<file path="config.mk">
export PLATFORM = sky130hd
export DESIGN_NAME = alu_issue_flat
export DESIGN_NICKNAME = d
export VERILOG_FILES = /design/src/rtl/alu_issue_if.sv /design/src/rtl/alu_issue.sv /design/src/flat_wrapper.sv
export SDC_FILE = /design/constraint.sdc
export NUM_CORES = 1
export LEC_CHECK = 0
export CAP_MARGIN = 20
export CORE_MARGIN = 2
export CORE_UTILIZATION = 30
export DETAILED_ROUTE_END_ITERATION = 7
export PLACE_DENSITY = 0.67
export SLEW_MARGIN = 20
export SYNTH_ARGS = -nofsm -noshare
export SYNTH_HDL_FRONTEND = slang
export SYNTH_SLANG_ARGS = --single-unit
export TNS_END_PERCENT = 10
</file>
<file path="constraint.sdc">
create_clock -name clk -period 1.9 [get_ports clk]
set_input_delay 0.38 -clock clk [delete_from_list [all_inputs] [get_ports clk]]
set_output_delay 0.38 -clock clk [all_outputs]
set_load 0.05 [all_outputs]
</file>
<file path="src/rtl/alu_issue_if.sv">
// Issue-stage bus: decode-slot inputs, pipeline control and the EX register outputs.
// Latency: none (signal bundle only).
// Backpressure: stall/flush from the consumer side; id_ready reports acceptance.
// Ports: master drives id_*, rs*_data, stall, flush and observes id_ready/ex_*;
//        slave is the issue stage itself.
interface alu_issue_if;
   logic        id_valid;
   logic [31:0] id_inst;
   logic [31:0] id_pc;
   logic [31:0] rs1_data;
   logic [31:0] rs2_data;
   logic        stall;
   logic        flush;
   logic        id_ready;
   logic        ex_valid;
   logic [3:0]  ex_ALU_operation;
   logic [31:0] ex_A;
   logic [31:0] ex_B;
   logic [4:0]  ex_rd;
   logic        ex_reg_write;
   logic        ex_illegal;

   modport master (
      output id_valid, id_inst, id_pc, rs1_data, rs2_data, stall, flush,
      input  id_ready, ex_valid, ex_ALU_operation, ex_A, ex_B, ex_rd,
             ex_reg_write, ex_illegal
   );

   modport slave (
      input  id_valid, id_inst, id_pc, rs1_data, rs2_data, stall, flush,
      output id_ready, ex_valid, ex_ALU_operation, ex_A, ex_B, ex_rd,
             ex_reg_write, ex_illegal
   );
endinterface

</file>
<file path="src/rtl/alu_issue.sv">
// RV32I ALU issue stage: decodes id_inst into ALU op/operands and registers them as EX.
// Latency: 1 cycle from id_inst to ex_* outputs.
// Backpressure: stall holds EX, flush clears it (flush wins); id_ready = !stall || flush.
// Ports: clk, rst (sync, active-high); bus (alu_issue_if.slave) carries the decode
//        slot, register-file data, stall/flush and the registered ex_* fields.
module alu_issue (
   input logic       clk,
   input logic       rst,
   alu_issue_if.slave bus
);

   localparam logic [3:0] ALU_ADD  = 4'd0;
   localparam logic [3:0] ALU_SUB  = 4'd1;
   localparam logic [3:0] ALU_SLL  = 4'd2;
   localparam logic [3:0] ALU_SLT  = 4'd3;
   localparam logic [3:0] ALU_SLTU = 4'd4;
   localparam logic [3:0] ALU_XOR  = 4'd5;
   localparam logic [3:0] ALU_SRL  = 4'd6;
   localparam logic [3:0] ALU_SRA  = 4'd7;
   localparam logic [3:0] ALU_OR   = 4'd8;
   localparam logic [3:0] ALU_AND  = 4'd9;

   localparam logic [6:0] OPC_OP     = 7'b0110011;
   localparam logic [6:0] OPC_OP_IMM = 7'b0010011;
   localparam logic [6:0] OPC_LUI    = 7'b0110111;
   localparam logic [6:0] OPC_AUIPC  = 7'b0010111;
   localparam logic [6:0] OPC_LOAD   = 7'b0000011;
   localparam logic [6:0] OPC_STORE  = 7'b0100011;
   localparam logic [6:0] OPC_BRANCH = 7'b1100011;
   localparam logic [6:0] OPC_JAL    = 7'b1101111;
   localparam logic [6:0] OPC_JALR   = 7'b1100111;

   localparam logic [6:0] F7_BASE = 7'b0000000;
   localparam logic [6:0] F7_ALT  = 7'b0100000;

   typedef struct packed {
      logic        valid;
      logic [3:0]  alu_op;
      logic [31:0] a;
      logic [31:0] b;
      logic [4:0]  rd;
      logic        reg_write;
      logic        illegal;
   } ex_t;

   // Cleared EX register contents, used for reset, flush and bubbles alike.
   localparam ex_t EX_IDLE = '{valid: 1'b0, alu_op: ALU_ADD, a: 32'd0, b: 32'd0,
                               rd: 5'd0, reg_write: 1'b0, illegal: 1'b0};

   logic [6:0]  opcode;
   logic [2:0]  funct3;
   logic [6:0]  funct7;
   logic [4:0]  rd;
   logic [31:0] imm_i;
   logic [31:0] imm_s;
   logic [31:0] imm_u;
   logic [31:0] shamt;
   logic [3:0]  f3_op;
   logic [3:0]  dec_op;
   logic [31:0] dec_a;
   logic [31:0] dec_b;
   logic        dec_rw;
   logic        dec_ill;
   ex_t         dec;
   ex_t         ex_q;

   assign opcode = bus.id_inst[6:0];
   assign funct3 = bus.id_inst[14:12];
   assign funct7 = bus.id_inst[31:25];
   assign rd     = bus.id_inst[11:7];
   assign imm_i  = {{20{bus.id_inst[31]}}, bus.id_inst[31:20]};
   assign imm_s  = {{20{bus.id_inst[31]}}, bus.id_inst[31:25], bus.id_inst[11:7]};
   assign imm_u  = {bus.id_inst[31:12], 12'b0};
   assign shamt  = {27'b0, bus.id_inst[24:20]};

   // Base op selected by funct3; the funct7 alternates are patched in below.
   always_comb begin
      f3_op = ALU_ADD;
      case (funct3)
         3'b000:  f3_op = ALU_ADD;
         3'b001:  f3_op = ALU_SLL;
         3'b010:  f3_op = ALU_SLT;
         3'b011:  f3_op = ALU_SLTU;
         3'b100:  f3_op = ALU_XOR;
         3'b101:  f3_op = ALU_SRL;
         3'b110:  f3_op = ALU_OR;
         default: f3_op = ALU_AND;
      endcase
   end

   always_comb begin
      dec_op  = ALU_ADD;
      dec_a   = 32'd0;
      dec_b   = 32'd0;
      dec_rw  = 1'b0;
      dec_ill = 1'b0;
      case (opcode)
         OPC_OP: begin
            dec_op = f3_op;
            dec_a  = bus.rs1_data;
            dec_b  = bus.rs2_data;
            dec_rw = 1'b1;
            // Only ADD/SUB and SRL/SRA have a funct7 alternate.
            if (funct3 == 3'b000 || funct3 == 3'b101) begin
               if (funct7 == F7_ALT)
                  dec_op = (funct3 == 3'b000) ? ALU_SUB : ALU_SRA;
               else if (funct7 != F7_BASE)
                  dec_ill = 1'b1;
            end else if (funct7 != F7_BASE) begin
               dec_ill = 1'b1;
            end
         end
         OPC_OP_IMM: begin
            dec_op = f3_op;
            dec_a  = bus.rs1_data;
            dec_b  = imm_i;
            dec_rw = 1'b1;
            // Shift-immediates reuse imm[11:5] as funct7 and take only the shamt.
            if (funct3 == 3'b001) begin
               dec_b = shamt;
               if (funct7 != F7_BASE)
                  dec_ill = 1'b1;
            end else if (funct3 == 3'b101) begin
               dec_b = shamt;
               if (funct7 == F7_ALT)
                  dec_op = ALU_SRA;
               else if (funct7 != F7_BASE)
                  dec_ill = 1'b1;
            end
         end
         OPC_LUI: begin
            dec_b  = imm_u;
            dec_rw = 1'b1;
         end
         OPC_AUIPC: begin
            dec_a  = bus.id_pc;
            dec_b  = imm_u;
            dec_rw = 1'b1;
         end
         OPC_LOAD: begin
            dec_a  = bus.rs1_data;
            dec_b  = imm_i;
            dec_rw = 1'b1;
         end
         OPC_STORE: begin
            dec_a = bus.rs1_data;
            dec_b = imm_s;
         end
         OPC_BRANCH: begin
            dec_op = ALU_SUB;
            dec_a  = bus.rs1_data;
            dec_b  = bus.rs2_data;
         end
         OPC_JAL, OPC_JALR: begin
            // ALU computes the link address pc+4.
            dec_a  = bus.id_pc;
            dec_b  = 32'd4;
            dec_rw = 1'b1;
         end
         default: dec_ill = 1'b1;
      endcase
      if (dec_ill) begin
         dec_op = ALU_ADD;
         dec_a  = 32'd0;
         dec_b  = 32'd0;
         dec_rw = 1'b0;
      end
   end

   always_comb begin
      dec.valid     = 1'b1;
      dec.alu_op    = dec_op;
      dec.a         = dec_a;
      dec.b         = dec_b;
      dec.rd        = rd;
      dec.reg_write = dec_rw && (rd != 5'd0);
      dec.illegal   = dec_ill;
   end

   always_ff @(posedge clk) begin
      if (rst)
         ex_q <= EX_IDLE;
      else if (bus.flush)
         ex_q <= EX_IDLE;
      else if (!bus.stall)
         ex_q <= bus.id_valid ? dec : EX_IDLE;
   end

   assign bus.id_ready         = !bus.stall || bus.flush;
   assign bus.ex_valid         = ex_q.valid;
   assign bus.ex_ALU_operation = ex_q.alu_op;
   assign bus.ex_A             = ex_q.a;
   assign bus.ex_B             = ex_q.b;
   assign bus.ex_rd            = ex_q.rd;
   assign bus.ex_reg_write     = ex_q.reg_write;
   assign bus.ex_illegal       = ex_q.illegal;

endmodule

</file>
<file path="src/flat_wrapper.sv">
// flat-port wrapper written by rule: the top's interface ports become plain ports
module alu_issue_flat 
  (clk, rst, bus_id_valid, bus_id_inst, bus_id_pc, bus_rs1_data, bus_rs2_data, bus_stall, bus_flush, bus_id_ready, bus_ex_valid, bus_ex_ALU_operation, bus_ex_A, bus_ex_B, bus_ex_rd, bus_ex_reg_write, bus_ex_illegal);
  alu_issue_if bus_i ();
  input logic clk;
  input logic rst;
  input wire logic [$bits(bus_i.id_valid)-1:0] bus_id_valid;
  input wire logic [$bits(bus_i.id_inst)-1:0] bus_id_inst;
  input wire logic [$bits(bus_i.id_pc)-1:0] bus_id_pc;
  input wire logic [$bits(bus_i.rs1_data)-1:0] bus_rs1_data;
  input wire logic [$bits(bus_i.rs2_data)-1:0] bus_rs2_data;
  input wire logic [$bits(bus_i.stall)-1:0] bus_stall;
  input wire logic [$bits(bus_i.flush)-1:0] bus_flush;
  output wire logic [$bits(bus_i.id_ready)-1:0] bus_id_ready;
  output wire logic [$bits(bus_i.ex_valid)-1:0] bus_ex_valid;
  output wire logic [$bits(bus_i.ex_ALU_operation)-1:0] bus_ex_ALU_operation;
  output wire logic [$bits(bus_i.ex_A)-1:0] bus_ex_A;
  output wire logic [$bits(bus_i.ex_B)-1:0] bus_ex_B;
  output wire logic [$bits(bus_i.ex_rd)-1:0] bus_ex_rd;
  output wire logic [$bits(bus_i.ex_reg_write)-1:0] bus_ex_reg_write;
  output wire logic [$bits(bus_i.ex_illegal)-1:0] bus_ex_illegal;
  assign bus_i.id_valid = bus_id_valid;
  assign bus_i.id_inst = bus_id_inst;
  assign bus_i.id_pc = bus_id_pc;
  assign bus_i.rs1_data = bus_rs1_data;
  assign bus_i.rs2_data = bus_rs2_data;
  assign bus_i.stall = bus_stall;
  assign bus_i.flush = bus_flush;
  assign bus_id_ready = bus_i.id_ready;
  assign bus_ex_valid = bus_i.ex_valid;
  assign bus_ex_ALU_operation = bus_i.ex_ALU_operation;
  assign bus_ex_A = bus_i.ex_A;
  assign bus_ex_B = bus_i.ex_B;
  assign bus_ex_rd = bus_i.ex_rd;
  assign bus_ex_reg_write = bus_i.ex_reg_write;
  assign bus_ex_illegal = bus_i.ex_illegal;
  alu_issue u_core (.clk(clk), .rst(rst), .bus(bus_i));
endmodule
</file>
## Word-level counts from Yosys, hierarchy flattened

Index checks and enable logic that the tools add are counted.

| cells by class | value |
|---|---|
| bitwise operators | 0 |
| eq/ne operators | 16 |
| multiplexer cells | 24 |
| magnitude comparators | 0 |
| shift operators | 0 |
| divide/modulo/power cells | 0 |
| reduce and logical (&&, ||, !) cells | 15 |
| add/sub/neg operators | 0 |
| multiply operators | 0 |

Operator list:

| kind | count |
|---|---|
| $pmux 32 s6 | 1 |
| $mux 32 | 4 |
| $mux 76 | 1 |
| $pmux 32 s2 | 1 |
| $eq 7x6->1 const B | 4 |
| $pmux 4 s7 | 1 |
| $mux 4 | 6 |
| $eq 7x7->1 const B | 3 |
| $eq 7x5->1 const B | 2 |
| $reduce_or 7->1 | 2 |
| $pmux 4 s3 | 1 |
| $eq 3x3->1 const B | 3 |
| $reduce_or 2->1 | 4 |
| $eq 7x2->1 const B | 1 |
| $mux 1 | 7 |
| $reduce_bool 7->1 | 1 |
| $eq 3x2->1 const B | 2 |
| $reduce_bool 5->1 | 1 |
| $reduce_or 5->1 | 1 |
| $eq 3x1->1 const B | 1 |
| $logic_not 3->1 | 1 |
| $mux 3 | 1 |
| $pmux 1 s3 | 1 |
| $reduce_or 3->1 | 1 |
| 3 further kinds | 4 |

| storage, ports and cells | value |
|---|---|
| bits in writable memories | 0 |
| flip-flop bits (word level) | 76 |
| memories | 0 |
| memory bits (read-only) | 0 |
| bits in latches | 0 |
| output and inout port bits | 77 |

## Logic depth before layout (Yosys ltp)

| depth | value |
|---|---|
| depth in word-level cells | 9 |
| depth in mapped cells | 9 |
| gate-level depth less buffers | 5 |

## Least setup slack after synthesis

No wires, ideal clock.

| path | value |
|---|---|
| path kind | in2reg |
| from | input port bus_id_inst[6] |
| to | register u_core.ex_q (netlist bit u_core.bus.ex_A[10]) |
| path slack | -0.118 ns |
| setup time | 0.067 ns |
| arrival time | 1.951 ns |
| stages on the path | 8 |
| buffers on the path | 3 |
| required time | 1.833 ns |
| cells stage by stage | nand4b_4 or3b_4 and3b_1 or3_1 buf_6 buf_8 buf_12 o21ai_2 |

| on the way | value |
|---|---|
| longest elaborated chain between the ends | 5 |
| elaborated cells on any way between the ends | 16 |
| those cells by class | 9 x eq/ne; 4 x mux; 3 x reduce/logical |

RTL lines:

| what | RTL line | RTL |
|---|---|---|
| start: declaration | flat_wrapper.sv:8 | `input wire logic [$bits(bus_i.id_inst)-1:0] bus_id_inst;` |
| $eq 7x6->1 (tied with other cells) | alu_issue.sv:97 | `case (opcode)` |
| $reduce_or 7->1 (no source line) (tied with other cells) | -- |  |
| $pmux 1 s3 or $pmux 32 s2 (tied branches) | alu_issue.sv:97 |  |
| $mux 32 (*) | alu_issue.sv:162 | `if (dec_ill) begin` |
| $mux 76 (*) | alu_issue.sv:186 | `ex_q <= bus.id_valid ? dec : EX_IDLE;` |
| end signal: assignment | alu_issue.sv:186 |  |
| end: declaration | alu_issue.sv:65 | `ex_t ex_q;` |

Every way passes the cells marked *; elsewhere a longest branch is shown, timed or not.
A chain may end at the register's enable or synchronous reset.

## Final worst setup path

| path | value |
|---|---|
| from | input port bus_id_inst[25] |
| to | register u_core.ex_q (netlist bit u_core.bus.ex_ALU_operation[2]) |

| on the way | value |
|---|---|
| longest elaborated chain between the ends | 8 |
| elaborated cells on any way between the ends | 16 |
| those cells by class | 1 x eq/ne; 14 x mux; 1 x reduce/logical |

RTL lines:

| what | RTL line | RTL |
|---|---|---|
| $reduce_bool 7->1 | -- |  |
| $mux 1 | -- |  |
| $mux 1 | alu_issue.sv:125 | `if (funct7 == F7_ALT)` |
| $mux 1 | alu_issue.sv:123 | `end else if (funct3 == 3'b101) begin` |
| $mux 1 | alu_issue.sv:119 | `if (funct3 == 3'b001) begin` |
| $pmux 1 s3 | alu_issue.sv:97 |  |
| $mux 4 (*) | alu_issue.sv:162 |  |
| $mux 76 (*) | alu_issue.sv:186 |  |

Marked as above.

==> metrics <==
Power Total=between 0.003 and 0.004 W; syn nets=between 500 and 600; CP required=2170 ps; Power Density=553.6 mW/mm2; crit path DAT=approximately 2100 ps; Detail Route Antenna Nets=0; status=finished clean; Final Skew=0 ps; RSZ-0062 raised after global routing=false; Die ar.=around 0.012 mm2; hold_ws=around 450 ps; CP Max Fanout=6; clock-pin slew on the worst setup and hold paths=70 ps; CP startpoint kind=input pin; Post-DP Area=0.005792 mm2; fin nets=760; Crit Path Category=input pin to flop; clock root buffer=clkbuf_8; Ant. Diodes=0; die width=about 110 um; syn_area_per_cell=around 8.5 um2; placed cells=750; GRT overflow=0; asr flop ratio synth=0%; IO Count=210; final setup fails=0; Mapped Area=around 0.0033 mm2; RD Place Congestion=0.8104; Final Instance Count excl. Fillers=~770; Worst slew margin=between 60 and 70%; # clock sinks=76; crit end category=flop; vias in the first global route=3846; Main synth FF type=dfxtp_1; Starting Density=a little under a third; H-tree depth=3; main area contributors after synthesis=dfxtp_1, a22oi_1, o21ai_0, nand2_1, a221oi_1; Tightest Pin Transition=about 530 ps; maxcap violations=0; Core ar.=between 0.01 and 0.015 mm2; antenna violations before repair=0; Leak=~2.9 nW; register area share after synthesis=45.61%; wire per inst=between 15 and 20 um; final wirelength=approximately 13000 um; Post-synth EDFFs=0; initial DRC count=111; clock latency on the worst-skew pair=between 300 and 400 ps; Layout Area Growth over Synthesis=85.45%; min Tclk post-route=approximately 1900 ps; DRC Markers=0; CTS tree=done; Die Ht=109.4 um; cell taking the most area after synthesis=dfxtp_1; global-route wire length before repair=18880 um; maximum vdd drop=about 270 uV; Yosys top cell area share=between 40% and 50%; CTS buffer count=9; Post-Layout Inst Area=~0.0062 mm2; FF+latch count, synth=76; drt via density=about 5.0; fraction of layout cells with a size suffix above 1=18.70%; top-count cell post-synth=dfxtp_1; Yosys cell types=42; drt first pass iters=4; count of pins over their slew limit=0; via count=roughly 3800; fmax=about 540 MHz; port buffer count=209; Final Cycle Share=98.26%; largest net degree at the start of global routing=33; Final Core Density=between 50% and 60%; Commonest cells post-synth=dfxtp_1, nand2_1, o21ai_0; YS warnings=0; Rows=38; CTS Buffer Depth=2; cell count after synthesis=between 300 and 400; post-DP HPWL=9448 um; Hold WC Path Type=flop to flop; total track usage=between 20% and 30%; Hold Buf Count CTS=0; endpoints failing hold=0
==> metrics by stage <==
step           setup slack [ps]  TNS (ps)
3_3_place_gp             -861.9    -59190
5_1_grt                   2.758         0
4_1_cts                  -22.31    -23.15
2_1_floorplan            -80.43    -929.2
3_5_place_dp             -908.4    -59360
6_report                  33.00         0
==> worst max-delay path, stage by stage <==
cell and delay, ps:
clkdlybuf4s15_1 220, nor4_4 310, buf_4 160, and2_4 140, a211oi_2 80, or3_4 450, buf_6 180, o31ai_4 220
==> state kept, by name, indices dropped and copies added (netlist names) <==
| signal | count |
|---|---|
| u_core.bus.ex_valid | 1 |
| u_core.bus.ex_A | 32 |
| u_core.bus.ex_reg_write | 1 |
| u_core.bus.ex_rd | 5 |
| u_core.bus.ex_ALU_operation | 4 |
| u_core.bus.ex_B | 32 |
| u_core.bus.ex_illegal | 1 |
==> layer usage <==
layer  track usage (%)  wire [um]  vias to the layer above
li1                  -          -                     1897
met1             22.91       5066                     1754
met2             36.90       6141                      154
met3             5.868       1139                       15
met4             6.781        210                        0
met5                 0          0                        -
==> logic make-up (layout without fill, tap and decap cells) <==
kind of cell,count (synthesis),count (layout),synth area share (%)
buf+inv,38,275,5.514
xor+xnor,2,2,0.5252
simple gates,117,117,16.58
compound gates,161,161,31.77
flops,76,76,45.61
==> area by class of cell <==
| class | instances | area, um2 |
|---|---|---|
| fill | 1015 | 4654 |
| clock inverter | 5 | 77.57 |
| sequential | 76 | 1521 |
| inverter | 3 | 11.26 |
| clock buffer | 10 | 127.6 |
| multi-input combinational | 280 | 1714 |
| tap | 140 | 175.2 |
| timing repair buffer | 257 | 2559 |
==> timing repair <==
action,CTS,global route
pin swaps,6,5
endpoints found under the setup margin,94,98
endpoints found under the hold margin,0,0
buffers inserted,0,3
cloned,2,1
resized for setup,58,50
==> power by group <==
group | internal (W) | switching [W]
Clock | 0.000728 | 0.000591
Sequential | 0.00160 | 0.00000184
Combinational | 0.000326 | 0.000183
==> worst paths after layout <==
check / startpoint / end / slack [ps] / depth (start not counted)
worst max-delay path: bus_id_inst[25] / u_core.bus.ex_ALU_operation[2]$_SDFFE_PP0N_ / 30 / 8
worst min-delay path: u_core.bus.ex_A[26]$_SDFFE_PP0N_ / u_core.bus.ex_A[26]$_SDFFE_PP0N_ / 450 / 2
worst max register to register: u_core.bus.ex_rd[3]$_SDFFE_PP0N_ / u_core.bus.ex_rd[3]$_SDFFE_PP0N_ / 1240 / 2
worst min register to register: u_core.bus.ex_A[26]$_SDFFE_PP0N_ / u_core.bus.ex_A[26]$_SDFFE_PP0N_ / 450 / 2
==> layout by cell type, fill, tap and decap left out, types with 11 or more instances in the layout <==
| cell type | synthesis | routed |
|---|---|---|
| a221oi_1 | 19 | 19 |
| o21ai_2 | 10 | 11 |
| nand2_1 | 72 | 72 |
| a21oi_1 | 14 | 14 |
| dfxtp_1 | 76 | 76 |
| dlymetal6s2s_1 | 0 | 29 |
| nor2_1 | 16 | 15 |
| a22oi_1 | 44 | 44 |
| o21ai_0 | 62 | 53 |
| dlygate4sd2_1 | 0 | 28 |
| buf_4 | 0 | 57 |
| clkdlybuf4s50_1 | 0 | 123 |
Note: power is estimated with default switching activity, not from simulation.
